<file path="config.mk">
export PLATFORM = sky130hd
export DESIGN_NAME = regfile_scan_display_flat
export DESIGN_NICKNAME = d
export VERILOG_FILES = /design/src/rtl/regfile_scan_display_if.sv /design/src/rtl/regfile_scan_display.sv /design/src/flat_wrapper.sv
export SDC_FILE = /design/constraint.sdc
export NUM_CORES = 1
export LEC_CHECK = 0
export CAP_MARGIN = 15
export CORE_MARGIN = 8
export CORE_UTILIZATION = 50
export DETAILED_ROUTE_END_ITERATION = 12
export GPL_TIMING_DRIVEN = 1
export PLACE_DENSITY = 0.7
export SLEW_MARGIN = 5
export SYNTH_ARGS = -nofsm -noshare
export SYNTH_HDL_FRONTEND = slang
export SYNTH_SLANG_ARGS = --single-unit
</file>
<file path="constraint.sdc">
create_clock -name ck -period 2.6 [get_ports ck]
set_clock_uncertainty 0.2 [all_clocks]
set_input_delay 0.78 -clock ck [delete_from_list [all_inputs] [get_ports ck]]
set_output_delay 0.78 -clock ck [all_outputs]
set_load 0.01 [all_outputs]
</file>
<file path="src/rtl/regfile_scan_display_if.sv">
// Signal bundle between the display scanner, the 4x4 register file read port
// and the four-digit seven-segment display.
interface regfile_scan_display_if;
  logic       scan_en;
  logic [3:0] rd_data;
  logic [1:0] rd_add;
  logic       rd_en;
  logic [6:0] seg;
  logic [3:0] an;
  logic       frame_done;

  modport master (
    input  scan_en,
    input  rd_data,
    output rd_add,
    output rd_en,
    output seg,
    output an,
    output frame_done
  );

  modport slave (
    output scan_en,
    output rd_data,
    input  rd_add,
    input  rd_en,
    input  seg,
    input  an,
    input  frame_done
  );
endinterface

</file>
<file path="src/rtl/regfile_scan_display.sv">
// Time-multiplexed scanner: reads each register file nibble in turn and shows it on
// its own seven-segment digit. Define REGFILE_SCAN_BLANK_EN to add BLANK_CYC dark cycles before each digit.
module regfile_scan_display #(
  parameter int unsigned DIV_W     = 16,
  parameter int unsigned BLANK_CYC = 4
) (
  input logic                    ck,
  input logic                    rst_n,
  regfile_scan_display_if.master bus
);

  localparam int unsigned BLK_W = (BLANK_CYC > 1) ? $clog2(BLANK_CYC) : 1;
  localparam int unsigned CNT_W = (DIV_W > BLK_W) ? DIV_W : BLK_W;
  localparam logic [CNT_W-1:0] SHOW_LAST = CNT_W'((64'd1 << DIV_W) - 64'd1);
`ifdef REGFILE_SCAN_BLANK_EN
  localparam logic [CNT_W-1:0] BLANK_LAST = CNT_W'(BLANK_CYC - 1);
`endif

  typedef enum logic [2:0] {
    IDLE,
    ADDR,
    CAPT,
    BLANK,
    SHOW
  } state_t;

  state_t           state, state_d;
  logic [1:0]       digit, digit_d;
  logic [CNT_W-1:0] cnt, cnt_d;
  logic [3:0]       latch, latch_d;

  logic [1:0] rd_add_d;
  logic       rd_en_d;
  logic [6:0] seg_d;
  logic [3:0] an_d;
  logic       frame_done_d;

  function automatic logic [6:0] hex7(input logic [3:0] v);
    case (v)
      4'h0:    hex7 = 7'b0000001;
      4'h1:    hex7 = 7'b1001111;
      4'h2:    hex7 = 7'b0010010;
      4'h3:    hex7 = 7'b0000110;
      4'h4:    hex7 = 7'b1001100;
      4'h5:    hex7 = 7'b0100100;
      4'h6:    hex7 = 7'b0100000;
      4'h7:    hex7 = 7'b0001111;
      4'h8:    hex7 = 7'b0000000;
      4'h9:    hex7 = 7'b0000100;
      4'hA:    hex7 = 7'b0001000;
      4'hB:    hex7 = 7'b1100000;
      4'hC:    hex7 = 7'b0110001;
      4'hD:    hex7 = 7'b1000010;
      4'hE:    hex7 = 7'b0110000;
      default: hex7 = 7'b0111000;
    endcase
  endfunction

  always_ff @(posedge ck or negedge rst_n) begin
    if (!rst_n) begin
      state          <= IDLE;
      digit          <= '0;
      cnt            <= '0;
      latch          <= '0;
      bus.rd_add     <= '0;
      bus.rd_en      <= 1'b0;
      bus.seg        <= '1;
      bus.an         <= '1;
      bus.frame_done <= 1'b0;
    end else begin
      state          <= state_d;
      digit          <= digit_d;
      cnt            <= cnt_d;
      latch          <= latch_d;
      bus.rd_add     <= rd_add_d;
      bus.rd_en      <= rd_en_d;
      bus.seg        <= seg_d;
      bus.an         <= an_d;
      bus.frame_done <= frame_done_d;
    end
  end

  always_comb begin
    state_d = state;
    digit_d = digit;
    cnt_d   = cnt;
    latch_d = latch;

    case (state)
      IDLE: begin
        if (bus.scan_en) state_d = ADDR;
      end
      ADDR: begin
        state_d = CAPT;
      end
      CAPT: begin
        latch_d = bus.rd_data;
        cnt_d   = '0;
`ifdef REGFILE_SCAN_BLANK_EN
        state_d = BLANK;
`else
        state_d = SHOW;
`endif
      end
`ifdef REGFILE_SCAN_BLANK_EN
      BLANK: begin
        if (cnt == BLANK_LAST) begin
          state_d = SHOW;
          cnt_d   = '0;
        end else begin
          cnt_d = cnt + CNT_W'(1);
        end
      end
`endif
      SHOW: begin
        if (cnt == SHOW_LAST) begin
          state_d = ADDR;
          digit_d = digit + 2'd1;
          cnt_d   = '0;
        end else begin
          cnt_d = cnt + CNT_W'(1);
        end
      end
      default: begin
        state_d = IDLE;
      end
    endcase

    // Disable overrides every transition; the latch deliberately survives it.
    if (!bus.scan_en) begin
      state_d = IDLE;
      digit_d = '0;
      cnt_d   = '0;
      latch_d = latch;
    end
  end

  // Outputs are registered from the next-state view so seg and an switch on the same edge.
  always_comb begin
    rd_add_d     = digit_d;
    rd_en_d      = 1'b0;
    seg_d        = '1;
    an_d         = '1;
    frame_done_d = bus.scan_en && (state == SHOW) && (cnt == SHOW_LAST) && (digit == 2'd3);

    case (state_d)
      ADDR, CAPT: begin
        rd_en_d = 1'b1;
      end
      SHOW: begin
        an_d  = ~(4'b0001 << digit_d);
        seg_d = hex7(latch_d);
      end
      default: begin
        rd_en_d = 1'b0;
      end
    endcase
  end

endmodule

</file>
<file path="src/flat_wrapper.sv">
// flat-port wrapper written by rule: the top's interface ports become plain ports
module regfile_scan_display_flat 
#(
  parameter int unsigned DIV_W     = 16,
  parameter int unsigned BLANK_CYC = 4
)
  (ck, rst_n, bus_scan_en, bus_rd_data, bus_rd_add, bus_rd_en, bus_seg, bus_an, bus_frame_done);
  regfile_scan_display_if bus_i ();
  input logic ck;
  input logic rst_n;
  input wire logic [$bits(bus_i.scan_en)-1:0] bus_scan_en;
  input wire logic [$bits(bus_i.rd_data)-1:0] bus_rd_data;
  output wire logic [$bits(bus_i.rd_add)-1:0] bus_rd_add;
  output wire logic [$bits(bus_i.rd_en)-1:0] bus_rd_en;
  output wire logic [$bits(bus_i.seg)-1:0] bus_seg;
  output wire logic [$bits(bus_i.an)-1:0] bus_an;
  output wire logic [$bits(bus_i.frame_done)-1:0] bus_frame_done;
  assign bus_i.scan_en = bus_scan_en;
  assign bus_i.rd_data = bus_rd_data;
  assign bus_rd_add = bus_i.rd_add;
  assign bus_rd_en = bus_i.rd_en;
  assign bus_seg = bus_i.seg;
  assign bus_an = bus_i.an;
  assign bus_frame_done = bus_i.frame_done;
  regfile_scan_display #(.DIV_W(DIV_W), .BLANK_CYC(BLANK_CYC)) u_core (.ck(ck), .rst_n(rst_n), .bus(bus_i));
endmodule
</file>
# Word-level counts from Yosys, hierarchy flattened
# Memory sizes are Yosys's and may differ from the RTL's.
# Index checks and enable logic that the tools add are counted.
# totals
memories	1
register_bits	38
in_bits	7
romBits	112
word_cells	41
output_inout_bits	15
# memory_table
memory	depth	word_bits	read_ports	rd_clocked_by_memory_dff	write_ports	line_no	text
(name not given)	16	7	1	0	0	regfile_scan_display.sv:39	case (v)
# op_classes
addsub	2
n_reduce_logical	5
n_shift	1
mux	14
n_bitwise	1
eq_ne	9
# op_table
operator	count
16-bit 2-to-1 mux	2
16-bit case mux with 2 select lines	1
16-bit by 1-bit adder with 16-bit output (second input constant)	1
16-bit == test (second input constant)	1
4-bit 2-to-1 mux	3
3-bit case mux with 4 select lines	1
7-bit 2-to-1 mux	1
3-bit by 1-bit == test with 1-bit output (second input constant)	2
3-bit by 2-bit == test with 1-bit output (second input constant)	2
3-bit == test (second input constant)	2
2-bit 2-to-1 mux	3
3-bit 2-to-1 mux	2
4-bit inverter	1
1-bit by 2-bit << shifter with 4-bit output (first input constant)	1
1-bit logical AND	3
3-bit logical NOT	1
3-bit by 1-bit != test with 1-bit output (second input constant)	1
2-bit by 1-bit adder with 2-bit output (second input constant)	1
2-bit == test (second input constant)	1
2-bit OR reduction	1
1-bit 2-to-1 mux	1

# Longest topological paths before layout
# logic_depth
depth_word	7
ltp_mapped	7
depth_no_buf	6

# Worst setup path before layout
# Ideal clock, no wire load.
# synth_path
path_type	input to register
startpoint	in bus_scan_en
endpoint	reg u_core.bus.seg[2]
setup_slack_ps	-43
stages	7
arrival_ps	2332
path_buffers	1
setup_time_ps	111
t_required_ps	2289
path_cell_list	and4bb_2 buf_2 mux2i_1 inv_1 ha_1 a2111o_1 o311ai_0
# synth_between
elab_chain_len	3
elab_cells_between_ends	5
cone_classes	eq/ne: 1; mux: 3; memory: 1
# synth_rtl
item	line_no	text
start: declaration	flat_wrapper.sv:11	input wire logic [$bits(bus_i.scan_en)-1:0] bus_scan_en;
4-bit 2-to-1 mux	regfile_scan_display.sv:130	if (!bus.scan_en) begin
via u_core.latch_d[1]	regfile_scan_display.sv:30	logic [3:0] latch, latch_d;
memory read 16 x 7 bit	--	
7-bit 2-to-1 mux	regfile_scan_display.sv:146	case (state_d)
via u_core.seg_d[2]	regfile_scan_display.sv:34	logic [6:0] seg_d;
end signal: assignment	regfile_scan_display.sv:77	bus.seg <= seg_d;
end: declaration	regfile_scan_display_if.sv:17	output seg,
# The timed path passes the listed nets, and every way through them passes these cells.
# A chain may end at the register's enable or synchronous reset.

# Worst setup path after layout
# layout_path
startpoint	in bus_scan_en
endpoint	reg u_core.bus.seg[3]
# layout_between
elab_chain_len	3
elab_cells_between_ends	5
cone_classes	eq/ne: 1; mux: 3; memory: 1
# layout_rtl
item	line_no
4-bit 2-to-1 mux or 3-bit 2-to-1 mux (tied branches)	regfile_scan_display.sv:130
memory read 16 x 7 bit or 3-bit == test (tied branches)	--
7-bit 2-to-1 mux (*)	regfile_scan_display.sv:146
via u_core.seg_d[3]	regfile_scan_display.sv:34
# Mark *: on every way through the listed nets, which the timed path passes. The rest lies on a longest branch.

==> reports/qor.yml <==
critical_path:
  slowest_delay_ns: 0.48
  cp.required_ns: 2.61
  arrival_ns: 2.58
  endpoint_kind: "flip-flop"
  crit_path_start_kind: "primary input"
  cp_slowest_cell: "clkdlybuf4s50_1"
  worst-setup-path-type: "primary input to flip-flop"
  crit_path_cell_trace: "clkdlybuf4s50_1 > and4bb_4 > buf_6 > mux2_2 > buf_4 > mux2i_1 > o211ai_1"
  critPathMaxFanout: 8
global_route:
  grt.overflow.total: 0
  grt_max_degree: 39
  grt_pass1_wl_um: 8859
  grt_pass1_vias: 1904
  grt_antenna_before_repair: 0
  grtUsageTotal_pct: 17.00
timing:
  setup_viol_count_final: 0
  report.final.hold_viol_count: 0
  slew_headroom_pct: 66.78
  fmax_ghz: 0.3893
  drv_slew: 0
  period_share_pct: 98.81
  setup-tns-final_ns: 0
  worst_pin_slew_ns: 0.4984
  fin_ws_ns: 0.03101
  period_minus_slack_ns: 2.569
logic_synthesis:
  ys_seq_area_share_pct: 45.25
  netlist.area_leader.share_pct: 31.69
  syn-mean-instance-area_um2: 9.916
  synth_top_area_cell: "dfrtp_1"
  synth_edf_count: 0
  synth.area.top_cells: "dfrtp_1 (32%), dfstp_2 (14%), ha_1 (4.7%), mux2i_1 (4.7%), a21oi_1 (4.0%)"
  netlist_instances: 215
  async_flop_share_pct: 100.0
  syn_area_um2: 2132
  synthesis.nets: 230
  synth-main-ff-cell: "dfrtp_1"
  synth_warnings: 0
  ys_ff_latch: 38
  yosysUniqueCellTypes: 46
routing:
  post-route-drc-count: 0
  drt-initial-drc-count: 139
  vias: 1858
  avgRoutedWirePerCell_um: 17.45
  wirelength_um: 5251
  ant_nets: 0
  viasPerCell: 6.173
  firstDrtPassIters: 4
clock_network:
  clk_latency_ns: 0.29
  cts_tree: "built"
  htree_levels: 2
  root_buffer: "clkbuf_8"
  clock_path_buffers: 2
  cts_buffers: 5
  cts.sinks: 38
  ctsHoldBuffers: 0
  postCtsSetupBuffers: 0
  cts.clk_slew.worst_paths_ns: 0.07
finish:
  drive_gt1_share_pct: 20.72
  fillerInstances: 324
  insertedDiodeCount: 0
  stdcell_count: 301
  final_util_pct: 65.25
  final_cell_mix: "dfrtp_1 (27), clkdlybuf4s50_1 (21), buf_4 (18)"
  layout.nets: 265
  final_common_cell: "dfrtp_1"
  areaGrowthSynthToFinish_pct: 24.18
status:
  status: "complete, no violations"
floorplanning:
  die_x_um: 81.30
  die-area_um2: 6610
  dieHeight_um: 81.30
  initial_core_util_pct: 52.54
  num_rows: 23
  num_io_pins: 22
  core_um2: 4058
power_and_ir_drop:
  power.total_uw: 1761
  power.leakage_uw: 0.001056
  p_per_area_nw_per_um2: 665.2
  peakVddDrop_uv: 619.5
placement:
  pre_cts_ws_ns: -0.3958
  routabilityCongestion: 0.9620
  io_buffers: 21
  hpwl_um: 3811
  dp_cells: 293
run:
  max_cap_viol_count: 0
worst_hold_path:
  hp-class: "flip-flop to flip-flop"
==> logic make-up (layout without fill, tap and decap cells) <==
family / count (synthesis) / count (layout) / synth area share [%]
XOR/XNOR: 4 / 4 / 1.643
AND/OR/NAND/NOR: 71 / 71 / 20.07
AO/OA/AOI/OAI: 56 / 56 / 16.67
multiplexers: 14 / 14 / 6.808
buffers and inverters: 24 / 60 / 4.871
flip-flops: 38 / 38 / 45.25
adder cells (fa/ha/maj): 8 / 8 / 4.695
==> per-layer routing <==
| metal | wire [µm] | GRT usage (%) |
|---|---|---|
| met1 | 2212 | 18.98 |
| met2 | 2676 | 29.20 |
| met3 | 273 | 4.525 |
| met4 | 89 | 8.393 |
| met5 | 0 | 0 |
==> layout make-up <==
cell class / count / area (µm²) / share of cell area (%)
inverters: 10 / 37.54 / 1.418
repair buffers: 42 / 396.6 / 14.98
clock inverters: 1 / 5.005 / 0.1890
multi-input cells: 153 / 1095 / 41.35
flip-flops and latches: 38 / 964.7 / 36.44
clock buffers: 7 / 86.33 / 3.261
well taps: 50 / 62.56 / 2.363
==> cells in the mapped netlist, types with 3 or more instances <==
library cell  number
clkbuf_1           5
nand3_1            9
a31oi_1            5
o22ai_1            3
dfrtp_1           27
inv_1             10
o31ai_1            6
mux2_2             4
and4_1             3
mux2i_1           10
dfstp_2           11
nor3_1             5
buf_1              3
ha_1               8
nand2_1           10
or3_1              4
a21oi_1           17
nand2b_1           5
and3_1             3
o21ai_0           10
nor2_1             5
o211ai_1           3
or4_1              5
buf_2              4
xnor2_1            4
nand4_1            8
==> state kept, by name, summed over array words and instances, names as in the netlist <==
| register | flops |
|---|---|
| u_core.bus.rd_en | 1 |
| u_core.bus.seg | 7 |
| u_core.cnt | 16 |
| u_core.bus.frame_done | 1 |
| u_core.bus.rd_add | 2 |
| u_core.bus.an | 4 |
| u_core.latch | 4 |
| u_core.state | 3 |
==> metrics by stage <==
| step | hold WS, ns | instance area (µm²) |
|---|---|---|
| after global routing | 0.3384 | 2648 |
| after CTS | 0.3129 | 2633 |
| after global placement | 0.2911 | 2525 |
| after detailed placement | 0.3013 | 2525 |
| final | 0.3067 | 2648 |
| after floorplan | 0.2647 | 2136 |
==> power by group <==
part	switching (µW)	internal, µW	leakage (µW)
registers	57.5	647	0.000482
logic	313	323	0.000526
clock network	207	214	0.0000482
total	577	1180	0.00106
==> worst paths after layout <==
path / cells after the start / from / slack [ns] / endpoint
worst max-delay path: 7 / bus_scan_en / 0.03 / u_core.bus.seg[3]
worst min-delay path: 1 / u_core.cnt[12] / 0.31 / u_core.cnt[12]
worst max register to register: 5 / u_core.cnt[0] / 0.30 / u_core.bus.rd_add[0]
worst min register to register: 1 / u_core.cnt[12] / 0.31 / u_core.cnt[12]
max in group asynchronous: 2 / rst_n / 1.13 / u_core.bus.seg[2]
min in group asynchronous: 2 / rst_n / 0.71 / u_core.bus.frame_done
==> worst max-delay path: cells and delay by family <==
| kind | cells | cell delay [ns] |
|---|---|---|
| buffers and inverters | 3 | 0.80 |
| multiplexers | 2 | 0.47 |
| AND/OR/NAND/NOR | 1 | 0.33 |
| AO/OA/AOI/OAI | 1 | 0.20 |
==> what timing repair did <==
item | 4_1_cts | 5_1_grt
gates resized for setup | 3 | 5
endpoints found under the setup margin | 6 | 6
pin swaps | 0 | 1
(Power assumes the default switching activity.)
